## src/rtl/ccff_chain_loader.sv

```systemverilog
// rtl/ccff_chain_loader.sv - streams a configuration bitstream into a ccff chain and reads the old contents back
//
// Ports:
//   prog_clk, pReset               configuration clock, asynchronous active-low reset
//   start, abort                   begin a load (sampled in IDLE), cancel any load
//   cfg_data/cfg_valid/cfg_ready   bitstream words in, MSB shifted first
//   ccff_head, ccff_shift_en       serial bit into the chain head, chain shift enable
//   ccff_tail                      serial bit out of the chain tail (old contents)
//   rb_data/rb_valid/rb_ready      captured readback words out, right-justified
//   busy, done                     not IDLE, one-cycle completion pulse
module ccff_chain_loader #(
    parameter int CHAIN_LEN = 58,
    parameter int WORD_W    = 32
) (
    input  logic              prog_clk,
    input  logic              pReset,
    input  logic              start,
    input  logic              abort,
    input  logic [WORD_W-1:0] cfg_data,
    input  logic              cfg_valid,
    output logic              cfg_ready,
    output logic              ccff_head,
    output logic              ccff_shift_en,
    input  logic              ccff_tail,
    output logic [WORD_W-1:0] rb_data,
    output logic              rb_valid,
    input  logic              rb_ready,
    output logic              busy,
    output logic              done
);

    localparam int CNT_W = $clog2(CHAIN_LEN + 1);
    localparam int IDX_W = (WORD_W > 1) ? $clog2(WORD_W) : 1;

    typedef enum logic [2:0] {
        S_IDLE,
        S_FETCH,
        S_SHIFT,
        S_RB_WAIT,
        S_DONE
    } state_t;

    state_t            state_q, state_d;
    logic [CNT_W-1:0]  bit_cnt_q, bit_cnt_d;
    logic [IDX_W-1:0]  bit_idx_q, bit_idx_d;
    logic [WORD_W-1:0] word_q, word_d;
    logic [WORD_W-1:0] cap_q, cap_d;
    logic [WORD_W-1:0] rb_data_q, rb_data_d;
    logic              rb_valid_q, rb_valid_d;

    logic              rb_stall;
    logic              last_bit;
    logic              word_end;
    logic [WORD_W-1:0] cap_next;

    always_comb begin
        state_d       = state_q;
        bit_cnt_d     = bit_cnt_q;
        bit_idx_d     = bit_idx_q;
        word_d        = word_q;
        cap_d         = cap_q;
        rb_data_d     = rb_data_q;
        rb_valid_d    = rb_valid_q;
        cfg_ready     = 1'b0;
        ccff_shift_en = 1'b0;
        ccff_head     = 1'b0;
        done          = 1'b0;

        // A readback word still waiting for its consumer blocks both fetching
        // and shifting, so no captured bit can be overwritten.
        rb_stall = rb_valid_q && !rb_ready;
        last_bit = (bit_cnt_q == CNT_W'(CHAIN_LEN - 1));
        word_end = (bit_idx_q == '0);
        // Capture register starts cleared per word, so shifting in at the LSB
        // leaves a short final word right-justified and zero-padded.
        cap_next = {cap_q[WORD_W-2:0], ccff_tail};

        if (rb_valid_q && rb_ready) begin
            rb_valid_d = 1'b0;
        end

        if (abort) begin
            state_d    = S_IDLE;
            bit_cnt_d  = '0;
            bit_idx_d  = IDX_W'(WORD_W - 1);
            cap_d      = '0;
            rb_valid_d = 1'b0;
            rb_data_d  = '0;
        end else begin
            case (state_q)
                S_IDLE: begin
                    if (start) begin
                        state_d   = S_FETCH;
                        bit_cnt_d = '0;
                        cap_d     = '0;
                    end
                end
                S_FETCH: begin
                    cfg_ready = !rb_stall;
                    if (cfg_valid && !rb_stall) begin
                        word_d    = cfg_data;
                        bit_idx_d = IDX_W'(WORD_W - 1);
                        state_d   = S_SHIFT;
                    end
                end
                S_SHIFT: begin
                    if (!rb_stall) begin
                        ccff_shift_en = 1'b1;
                        ccff_head     = word_q[bit_idx_q];
                        bit_cnt_d     = bit_cnt_q + 1'b1;
                        bit_idx_d     = word_end ? bit_idx_q : bit_idx_q - 1'b1;
                        if (word_end || last_bit) begin
                            rb_data_d  = cap_next;
                            rb_valid_d = 1'b1;
                            cap_d      = '0;
                            state_d    = last_bit ? S_RB_WAIT : S_FETCH;
                        end else begin
                            cap_d = cap_next;
                        end
                    end
                end
                S_RB_WAIT: begin
                    if (!rb_valid_q || rb_ready) begin
                        state_d = S_DONE;
                    end
                end
                S_DONE: begin
                    done      = 1'b1;
                    bit_cnt_d = '0;
                    state_d   = S_IDLE;
                end
                default: begin
                    state_d = S_IDLE;
                end
            endcase
        end
    end

    always_ff @(posedge prog_clk or negedge pReset) begin
        if (!pReset) begin
            state_q    <= S_IDLE;
            bit_cnt_q  <= '0;
            bit_idx_q  <= IDX_W'(WORD_W - 1);
            word_q     <= '0;
            cap_q      <= '0;
            rb_data_q  <= '0;
            rb_valid_q <= 1'b0;
        end else begin
            state_q    <= state_d;
            bit_cnt_q  <= bit_cnt_d;
            bit_idx_q  <= bit_idx_d;
            word_q     <= word_d;
            cap_q      <= cap_d;
            rb_data_q  <= rb_data_d;
            rb_valid_q <= rb_valid_d;
        end
    end

    assign rb_data  = rb_data_q;
    assign rb_valid = rb_valid_q;
    assign busy     = (state_q != S_IDLE);

endmodule

```

## config.mk

```make
export PLATFORM = sky130hd
export DESIGN_NAME = ccff_chain_loader
export DESIGN_NICKNAME = d
export VERILOG_FILES = /design/src/rtl/ccff_chain_loader.sv
export SDC_FILE = /design/constraint.sdc
export NUM_CORES = 1
export LEC_CHECK = 0
export BUFFER_PORTS_ARGS = -buffer_cell sky130_fd_sc_hd__buf_2
export CAP_MARGIN = 20
export CORE_UTILIZATION = 50
export DETAILED_ROUTE_END_ITERATION = 10
export GPL_ROUTABILITY_DRIVEN = 0
export GPL_TIMING_DRIVEN = 0
export PLACE_DENSITY_LB_ADDON = 0.3
export RECOVER_POWER = 50
export REMOVE_ABC_BUFFERS = 1
export SYNTH_ARGS = -nofsm -noshare
export SYNTH_HDL_FRONTEND = slang
export SYNTH_SLANG_ARGS = --single-unit
```

## constraint.sdc

```tcl
create_clock -name prog_clk -period 1.96 [get_ports prog_clk]
set_input_delay 0.294 -clock prog_clk [delete_from_list [all_inputs] [get_ports prog_clk]]
set_output_delay 0.294 -clock prog_clk [all_outputs]
set_load 0.005 [all_outputs]
```

* Word level (Yosys, flattened, before mapping)
Index checks and enable logic that the tools add are counted.
** Operators by class
- Add/sub/neg operators :: 2
- Order comparisons :: 1
- Eq/ne operators :: 12
- Mux-type cells :: 43
- Bitwise operators :: 1
- Reduce and logical (&&, ||, !) cells :: 22
** Operator list (count)
- $mux W32 :: 4
- $mux W31 :: 4
- $pmux W31 S2 :: 1
- $mux W5 :: 4
- $mux W3 :: 6
- $mux W6 :: 3
- $ne A3 B3 Y1 const B :: 6
- $pmux W6 S3 :: 1
- $mux W1 :: 16
- $pmux W3 S4 :: 1
- $reduce_and A3 Y1 :: 4
- $pmux W5 S2 :: 1
- $reduce_bool A3 Y1 :: 3
- $add A6 B1 Y6 const B :: 1
- $eq A3 B2 Y1 const B :: 2
- $eq A6 B6 Y1 const B :: 1
- $lt A5 B6 Y1 const B :: 1
- $bmux W1 S5 :: 1
- $logic_not A5 Y1 :: 1
- $reduce_and A5 Y1 :: 1
- $sub A5 B1 Y5 const B :: 1
- $reduce_and A4 Y1 :: 1
- $reduce_bool A2 Y1 :: 2
- $reduce_bool A4 Y1 :: 1
- other kinds (9) :: 14
** Word-level totals
- Flip-flop bits (word level) :: 110
- Input port bits :: 39
- Output and inout port bits :: 38
- Word-level logic and storage cells :: 88

* Depth between registers and ports, before layout
Gate-level depths: netlist (run 1).
- Depth in word-level cells :: 7
- Mapped depth :: 9
- Depth with buffers taken out :: 7

* Worst setup path before layout (run 1)
Ideal clock, no wire load.
- Kind :: flip-flop to flip-flop
- From :: register bit_idx_q[0]
- To :: register rb_data_q[31], in the netlist rb_data[31]
- Library setup time :: 0.121 ns
- Data arrival time :: 2.044 ns
- Data required time :: 1.839 ns
- Slack :: -0.205 ns
- Cell stages (with the launch flop) :: 10
- Buffers on the path :: 3
- Path through :: dfstp_2 > clkbuf_1 > inv_1 > ha_1 > or4b_4 > o21ai_2 > and3_1 > buf_2 > buf_4 > a22o_1
** Between the ends
- Cells in the longest elaborated chain, start to end :: 4
** RTL lines
- start: declaration :: line 45 : logic [IDX_W-1:0] bit_idx_q, bit_idx_d;
- start signal: assignment :: line 143 : bit_idx_q <= IDX_W'(WORD_W - 1);
- start signal: assignment :: line 151 : bit_idx_q <= bit_idx_d;
- $logic_not A5 Y1 :: line 73 : word_end = (bit_idx_q == '0);
- $logic_or A1 B1 Y1 :: line 112 : if (word_end || last_bit) begin
- $reduce_bool A2 Y1 (no line)
- $reduce_and A3 Y1 (no line)
- end signal: assignment :: line 154 : rb_data_q <= rb_data_d;
- end: declaration :: line 48 : logic [WORD_W-1:0] rb_data_q, rb_data_d;
Every way passes these cells.
A chain may end at the register's enable or synchronous reset.

* Worst setup path in the final report (run 1)
- From :: register bit_idx_q[1]
- To :: output port ccff_head
** Between the ends
- Cells in the longest elaborated chain, start to end :: 5
** RTL lines
- $bmux W1 S5 :: line 109 : ccff_head = word_q[bit_idx_q];
- $mux W1 (not written as such) :: line 109
- $mux W1 :: line 107 : if (!rb_stall) begin
- $mux W1 :: line 90 : case (state_q)
- $mux W1 :: line 82 : if (abort) begin
- end: declaration :: line 22 : output logic ccff_head,
Every way passes these cells. The select of a mux whose other input is x is not followed.

==> results.json, run 1 <==
{
  "rsz0062_at_grt": "yes",
  "root_buffer": "clkbuf_8",
  "first_pass_iters": 7,
  "critPathKind": "reg2out",
  "numCtsBuffers": 9,
  "n_antenna_cell": 0,
  "wl_per_cell_um": 19.3,
  "min_period_ps": 2510,
  "peakVddDrop_uv": 431,
  "ys_warn_count": 0,
  "synth-async-reset-ratio": 1.00,
  "holdCritPathClass": "in2reg",
  "tightest_slew_ps": 1380,
  "numClockSinks": 110,
  "antenna_found_initial": 0,
  "ys_types": 42,
  "relSlewSlack": 0.0779,
  "grt_pass1_wl_um": 17100,
  "dp.cells": 501,
  "synth_flop_cell": "dfrtp_1",
  "critPathRequiredTime_ps": 1670,
  "dieArea_um2": 9610,
  "routed_via_density": 6.05,
  "ys_seq_area_frac": 0.598,
  "syn_area_per_cell_um2": 13.7,
  "ys_seq_elements": 110,
  "areaGrowthSynthToFinish_pct": 27.7,
  "die_h_um": 98.0,
  "status": "finished with violations",
  "path_max_fanout": 6,
  "core_um2": 8810,
  "period_share": 1.28,
  "port_buffers": 76,
  "setup_slack_ps": -546,
  "drt_iter0_markers": 239,
  "clk_pin_slew_ps": 110,
  "place_hpwl_um": 5950,
  "critPathLaunchType": "flip-flop",
  "violations": "DRC, setup timing",
  "crit_arrival_ps": 2210,
  "layout.cells.non_filler": 548,
  "final_nets": 478,
  "drive_above_1_share": 0.395,
  "rows": 34,
  "start_util": 0.524,
  "synth_top_area_frac": 0.570,
  "cellLeakagePower_nw": 2.80,
  "htreeDepth": 3,
  "synth-edff-count": 0,
  "synth_area_um2": 4610,
  "grt_pass1_vias": 3314,
  "vias": 3317,
  "fin_worst_skew_ps": 12.3,
  "clk_latency_ps": 360,
  "synth_area_leaders": "dfrtp_1, a22o_1, mux2_1",
  "final_max_slew_viol_count": 0,
  "grt_overflow": 0,
  "antenna_left": 0,
  "hold_viol": 0,
  "preCtsSetupSlack_ps": -536,
  "setup_viol": 85,
  "timing.fmax_ghz": 0.399,
  "wl_um": 10600,
  "die_x_um": 98.0,
  "track_usage": 0.228,
  "synthTopCellsByCount": "dfrtp_1, a22o_1, mux2_1",
  "syn_inst": 336,
  "yosys.area.top_type": "dfrtp_1",
  "p_per_area_nw_per_um2": 774,
  "synth.most_common_cell": "dfrtp_1",
  "grt_start_max_net_pins": 57,
  "drc": 4,
  "io-pin-count": 77,
  "drv_cap": 0,
  "endpoint_kind": "output pin",
  "cts_buffer_depth": 2,
  "tritoncts": "done"
}
## critical path, cell delays in order, from the launching register on
cell and delay [ps]:
dfstp_4 690, mux4_2 520, and2_4 150, a211oi_2 170, o21ai_1 90, o311a_1 100
buf_2 130
## kinds of logic (layout without fill, tap and decap cells)
| logic type | Yosys count | after routing | synth area share |
|---|---|---|---|
| AND/OR/NAND/NOR | 60 | 60 | 0.0754 |
| buffers and inverters | 29 | 131 | 0.0315 |
| multiplexers | 42 | 42 | 0.122 |
| flip-flops | 110 | 110 | 0.598 |
| AO/OA/AOI/OAI | 92 | 94 | 0.165 |
| adder cells (fa/ha/maj) | 3 | 3 | 0.00814 |
## per-layer routing
layer / global-route usage / routed length [um]
met4: 0.0828 / 159
met1: 0.328 / 4630
met5: 0 / 0
met3: 0.0344 / 596
met2: 0.355 / 5190
## layout make-up
cell class / count / area [um2]
Fill cell: 637 / 2920
Sequential cell: 110 / 2770
Multi-Input combinational cell: 199 / 1880
Timing Repair Buffer: 111 / 895
Clock buffer: 10 / 138
Tap cell: 108 / 135
Clock inverter: 5 / 53.8
Inverter: 5 / 23.8
## flip-flops by register name, indices dropped and copies added, names as in the netlist
register and flops:
cap_q 31, bit_idx_q 5, word_q 32, rb_data 32
rb_valid 1, bit_cnt_q 6, state_q 3
## final timing paths
kind / slack, ps / endpoint / startpoint / cells after the start
hold / removal: 140 / word_q[6] / cfg_data[6] / 2
min in group asynchronous: 790 / rb_data[9] / pReset / 2
max in group asynchronous: 210 / bit_idx_q[0] / pReset / 3
setup reg to reg: -280 / cap_q[6] / bit_idx_q[1] / 10
setup / recovery: -550 / ccff_head / bit_idx_q[1] / 6
hold reg to reg: 500 / word_q[30] / word_q[30] / 1
## through the flow
| step | util | hold slack [ps] | cell area (um2) | power (mW) | TNS (ps) |
|---|---|---|---|---|---|
| floorplan | - | -1.59 | 4490 | 2.98 | -64250 |
| global placement | 0.568 | 471 | 5000 | 3.14 | -203070 |
| detailed placement | 0.588 | 392 | 5170 | 3.21 | -36720 |
| CTS | 0.656 | 121 | 5780 | 4.58 | -16520 |
| global route | 0.669 | 129 | 5890 | 4.78 | -22110 |
| finish | 0.669 | 136 | 5890 | 4.56 | -15570 |
## layout by cell type, fill, tap and decap left out, types with 9 or more instances in the layout
master    instances
mux2_1           19
buf_4            15
clkbuf_8         10
dfrtp_1         102
mux2_2           13
buf_16            9
a22o_1           63
buf_2            68
nand2_1          12
o21ai_0           9
## power breakdown
group / switching, mW / internal [mW] / leakage, nW / total (mW)
logic: 0.268 / 0.368 / 1.25 / 0.636
clock network: 0.783 / 0.522 / 0.0980 / 1.31
registers: 0.120 / 2.50 / 1.45 / 2.62
total: 1.17 / 3.39 / 2.80 / 4.56
## what timing repair did
action,in CTS,in global routing
endpoints found under the hold margin,42,0
pin swaps,11,3
setup endpoints to repair,109,98
cloned,7,2
setup buffers,15,7
gates resized for setup,28,13
hold buffers,1,0
No activity file was read; power rests on OpenSTA's default activity.
==> run 2, diff against run 1 <==
--- a/config.mk
+++ b/config.mk
@@ -11,9 +11,11 @@
 export DETAILED_ROUTE_END_ITERATION = 10
 export GPL_ROUTABILITY_DRIVEN = 0
 export GPL_TIMING_DRIVEN = 0
+export HOLD_SLACK_MARGIN = 0.1
 export PLACE_DENSITY_LB_ADDON = 0.3
 export RECOVER_POWER = 50
 export REMOVE_ABC_BUFFERS = 1
+export SKIP_CTS_REPAIR_TIMING = 1
 export SYNTH_ARGS = -nofsm -noshare
 export SYNTH_HDL_FRONTEND = slang
 export SYNTH_SLANG_ARGS = --single-unit
==> results.json, run 2 (synthesis results as in run 1) <==
{
  "status": "finished with violations",
  "violations": "DRC, setup timing",
  "setup_slack_ps": -537,
  "crit_chain": "buf_12 -> mux4_2 -> nand2_1 -> nand2_1 -> o311a_1 -> buf_2",
  "path_delay_family": "flip-flops",
  "areaGrowthSynthToFinish_pct": 23.6,
  "worstSetupStartpoint": "bit_idx_q[1]",
  "dieArea_um2": 9610,
  "path_buf_inv": 2,
  "critPathRequiredTime_ps": 1670,
  "fin_util": 0.647,
  "vias": 3229,
  "drive_above_1_share": 0.382,
  "slowest_delay_ps": 680,
  "relSlewSlack": 0.0619,
  "die_x_um": 98.0,
  "min_from": "cfg_data[6]",
  "htreeDepth": 3,
  "clk_pin_slew_ps": 110,
  "drv_cap": 0,
  "hold_viol": 0,
  "drt_iter0_markers": 199,
  "holdCritPathClass": "in2reg",
  "place_hpwl_um": 5950,
  "final_cell_area_um2": 5700,
  "cts_buffer_depth": 2,
  "drc": 4,
  "antenna_left": 0,
  "track_usage": 0.199,
  "path_max_fanout": 6,
  "final_max_slew_viol_count": 0,
  "p_seq_frac": 0.577,
  "grt_overflow": 0,
  "tightest_slew_ps": 1410,
  "routed_via_density": 5.96,
  "multi_input_area_um2": 1840,
  "final_nets": 472,
  "antenna_found_initial": 0,
  "seqCellArea_um2": 2770,
  "min_period_ps": 2500,
  "critPathLaunchType": "flip-flop",
  "period_share": 1.27,
  "n_antenna_cell": 0,
  "endpoint_kind": "output pin",
  "root_buffer": "clkbuf_8",
  "numCtsBuffers": 9,
  "preCtsSetupSlack_ps": -536,
  "peakVddDrop_uv": 431,
  "io-pin-count": 77,
  "mostFrequentLayoutCells": "dfrtp_1, buf_2, a22o_1",
  "critPathSlowestCell": "dfstp_4",
  "switching_share": 0.257,
  "critPathKind": "reg2out",
  "timing.fmax_ghz": 0.401,
  "fin_worst_skew_ps": 13.5,
  "power_frac_comb": 0.133,
  "p_per_area_nw_per_um2": 796,
  "port_buffers": 76,
  "first_pass_iters": 8,
  "grt_pass1_wl_um": 15100,
  "crit_arrival_ps": 2200,
  "p_sw_mw": 1.17,
  "fillCellCount": 643,
  "core_um2": 8810,
  "tritoncts": "done",
  "wl_per_cell_um": 18.3,
  "numClockSinks": 110,
  "cellLeakagePower_nw": 2.74,
  "grt_start_max_net_pins": 57,
  "layout_commonest_cell": "dfrtp_1",
  "grt_pass1_vias": 3048,
  "start_util": 0.524,
  "r2r-start": "bit_idx_q[0]",
  "die_h_um": 98.0,
  "rsz0062_at_grt": "yes",
  "wl_um": 9910,
  "clk_latency_ps": 360,
  "rows": 34,
  "intPower_mw": 3.37,
  "setup_viol": 67,
  "placed_cell_area_um2": 5170,
  "cpMostUsedCell": "nand2_1",
  "power.clock.fraction": 0.290
}
-- run 2: cell types whose count changed in the layout (fill, tap and decap cells not counted), sizes merged --
cell	before	now
a31oi	6	5
clkbuf	19	18
buf	101	97
-- run 2: layer usage --
| metal | part of all wire | vias up | track usage |
|---|---|---|---|
| met2 | 0.50 | 82 | 0.306 |
| met5 | 0 | - | 0 |
| li1 | - | 1465 | - |
| met1 | 0.46 | 1676 | 0.285 |
| met3 | 0.038 | 6 | 0.0351 |
| met4 | 0.0079 | 0 | 0.0723 |
-- run 2: cell type report --
class                           instances  share of cell area
Inverter                                5             0.00417
Tap cell                              108              0.0237
Clock buffer                           10              0.0241
Multi-Input combinational cell        198               0.323
Timing Repair Buffer                  106               0.130
Sequential cell                       110               0.485
Clock inverter                          5             0.00944
-- run 2: final timing paths --
kind                       cells past startpoint  slack (ps)           end
min in group asynchronous                      2         800   rb_data[10]
hold / removal                                 2         140     word_q[6]
max in group asynchronous                      3         180  bit_idx_q[0]
hold reg to reg                                1         500    word_q[30]
setup / recovery                               6        -540     ccff_head
setup reg to reg                               8        -300    rb_data[4]
-- run 2: power by group through the flow --
stage / combinational (mW) / sequential [mW] / clock [mW]
6_report: 0.605 / 2.62 / 1.31
4_1_cts: 0.545 / 2.62 / 1.34
3_5_place_dp: 0.544 / 2.67 / 0
3_3_place_gp: 0.496 / 2.64 / 0
2_1_floorplan: 0.366 / 2.62 / 0
5_1_grt: 0.668 / 2.65 / 1.44
-- run 2: per-stage QoR --
| stage | power (mW) | TNS, ps | cells | hold slack [ps] |
|---|---|---|---|---|
| global placement | 3.14 | -203070 | 496 | 471 |
| floorplan | 2.98 | -64250 | 312 | -1.59 |
| detailed placement | 3.21 | -36720 | 501 | 392 |
| global route | 4.75 | -20620 | 542 | 129 |
| finish | 4.54 | -15190 | 542 | 139 |
| CTS | 4.51 | -38450 | 516 | -17.0 |
==> run 3, diff against run 2 <==
--- a/config.mk
+++ b/config.mk
@@ -16,6 +16,7 @@
 export RECOVER_POWER = 50
 export REMOVE_ABC_BUFFERS = 1
 export SKIP_CTS_REPAIR_TIMING = 1
+export SKIP_LAST_GASP = 1
 export SYNTH_ARGS = -nofsm -noshare
 export SYNTH_HDL_FRONTEND = slang
 export SYNTH_SLANG_ARGS = --single-unit
==> results.json, run 3 (synthesis results as in run 1) <==
{
  "status": "finished with violations",
  "violations": "DRC, setup timing",
  "tns_ps": -16500,
  "clk_pin_slew_ps": 110,
  "antenna_found_initial": 0,
  "critPathKind": "reg2out",
  "cp.depth": 6,
  "root_buffer": "clkbuf_8",
  "wl_per_cell_um": 18.4,
  "place_hpwl_um": 5950,
  "period_share": 1.28,
  "relSlewSlack": 0.0695,
  "numClockSinks": 110,
  "drt_iter0_markers": 219,
  "min_period_ps": 2520,
  "timing.fmax_ghz": 0.397,
  "dieArea_um2": 9610,
  "final_nets": 472,
  "cts_buffer_depth": 2,
  "endpoint_kind": "output pin",
  "grt_overflow": 0,
  "die_h_um": 98.0,
  "numCtsBuffers": 9,
  "crit_arrival_ps": 2220,
  "fin_worst_skew_ps": 15.6,
  "core_um2": 8810,
  "first_pass_iters": 9,
  "critPathSlowestCell": "dfstp_4",
  "layout.cells.non_filler": 542,
  "peakVddDrop_uv": 467,
  "path_max_fanout": 6,
  "dp.cells": 501,
  "setup_slack_ps": -556,
  "routed_via_density": 5.90,
  "wl_um": 9970,
  "rows": 34,
  "track_usage": 0.199,
  "holdCritPathClass": "in2reg",
  "tritoncts": "done",
  "clk_latency_ps": 360,
  "htreeDepth": 3,
  "grt_pass1_vias": 3048,
  "cellLeakagePower_nw": 2.74,
  "io-pin-count": 77,
  "path_buf_inv": 1,
  "port_buffers": 76,
  "final_max_slew_viol_count": 0,
  "preCtsSetupSlack_ps": -536,
  "drive_above_1_share": 0.382,
  "tightest_slew_ps": 1400,
  "path_delay_family": "flip-flops",
  "n_antenna_cell": 0,
  "reg2regPathDepth": 10,
  "layout_commonest_cell": "dfrtp_1",
  "drv_cap": 0,
  "critPathLaunchType": "flip-flop",
  "grt_start_max_net_pins": 57,
  "drc": 4,
  "grt_pass1_wl_um": 15100,
  "min_path_cells": 2,
  "fillCellCount": 652,
  "slowest_delay_ps": 680,
  "setup_viol": 67,
  "p_per_area_nw_per_um2": 797,
  "die_x_um": 98.0,
  "rsz0062_at_grt": "yes",
  "start_util": 0.524,
  "hold_viol": 0,
  "critPathRequiredTime_ps": 1670,
  "areaGrowthSynthToFinish_pct": 23.3,
  "crit_chain": "mux4_2 -> and2_4 -> a211oi_2 -> o21ai_1 -> o311a_1 -> buf_2",
  "vias": 3200,
  "antenna_left": 0,
  "mostFrequentLayoutCells": "dfrtp_1, buf_2, a22o_1"
}
## run 3: cell counts in the layout (fill, tap and decap cells not counted)
No cell type changed its count.
## run 3: cell type report
cell class	count	area, um2	share of cell area
repair buffers	106	729	0.128
clock inverters	5	53.8	0.00946
inverters	5	23.8	0.00418
multi-input cells	198	1840	0.324
well taps	108	135	0.0238
clock buffers	10	138	0.0242
flip-flops and latches	110	2770	0.486
## run 3: report_power, final
group          switching [mW]  internal, mW  total (mW)
clock network           0.789         0.523        1.31
registers               0.120          2.50        2.62
logic                   0.256         0.350       0.606
## run 3: final timing paths
| kind | start | end | slack (ps) |
|---|---|---|---|
| min reg2reg | word_q[30] | word_q[30] | 500 |
| max reg2reg | bit_idx_q[0] | cap_q[6] | -280 |
| max | bit_idx_q[1] | ccff_head | -560 |
| max in group asynchronous | pReset | bit_idx_q[0] | 200 |
| min in group asynchronous | pReset | rb_data[10] | 780 |
| min | cfg_data[6] | word_q[6] | 140 |
## run 3: metrics by stage
stage	area (um2)	hold slack [ps]	total power, mW	utilization
after floorplan	4490	-1.59	2.98	-
after global placement	5000	471	3.14	0.568
after detailed placement	5170	392	3.21	0.588
after CTS	5370	-17.0	4.51	0.609
after global routing	5690	131	4.75	0.646
final	5690	138	4.54	0.646
## run 3: per-layer routing
metal,global-route usage,vias up,wire (um)
met1,0.285,1628,4480
li1,-,1463,-
met3,0.0351,11,509
met5,0,-,0
met4,0.0723,0,123
met2,0.306,98,4860
## run 3: worst reg2reg max path, delay by kind of cell, from the launching register on
kind / cells / cell delay [ps]
compound gates: 2 / 320
fa+ha+maj: 1 / 140
buf+inv: 5 / 720
flops: 1 / 430
simple gates: 2 / 550
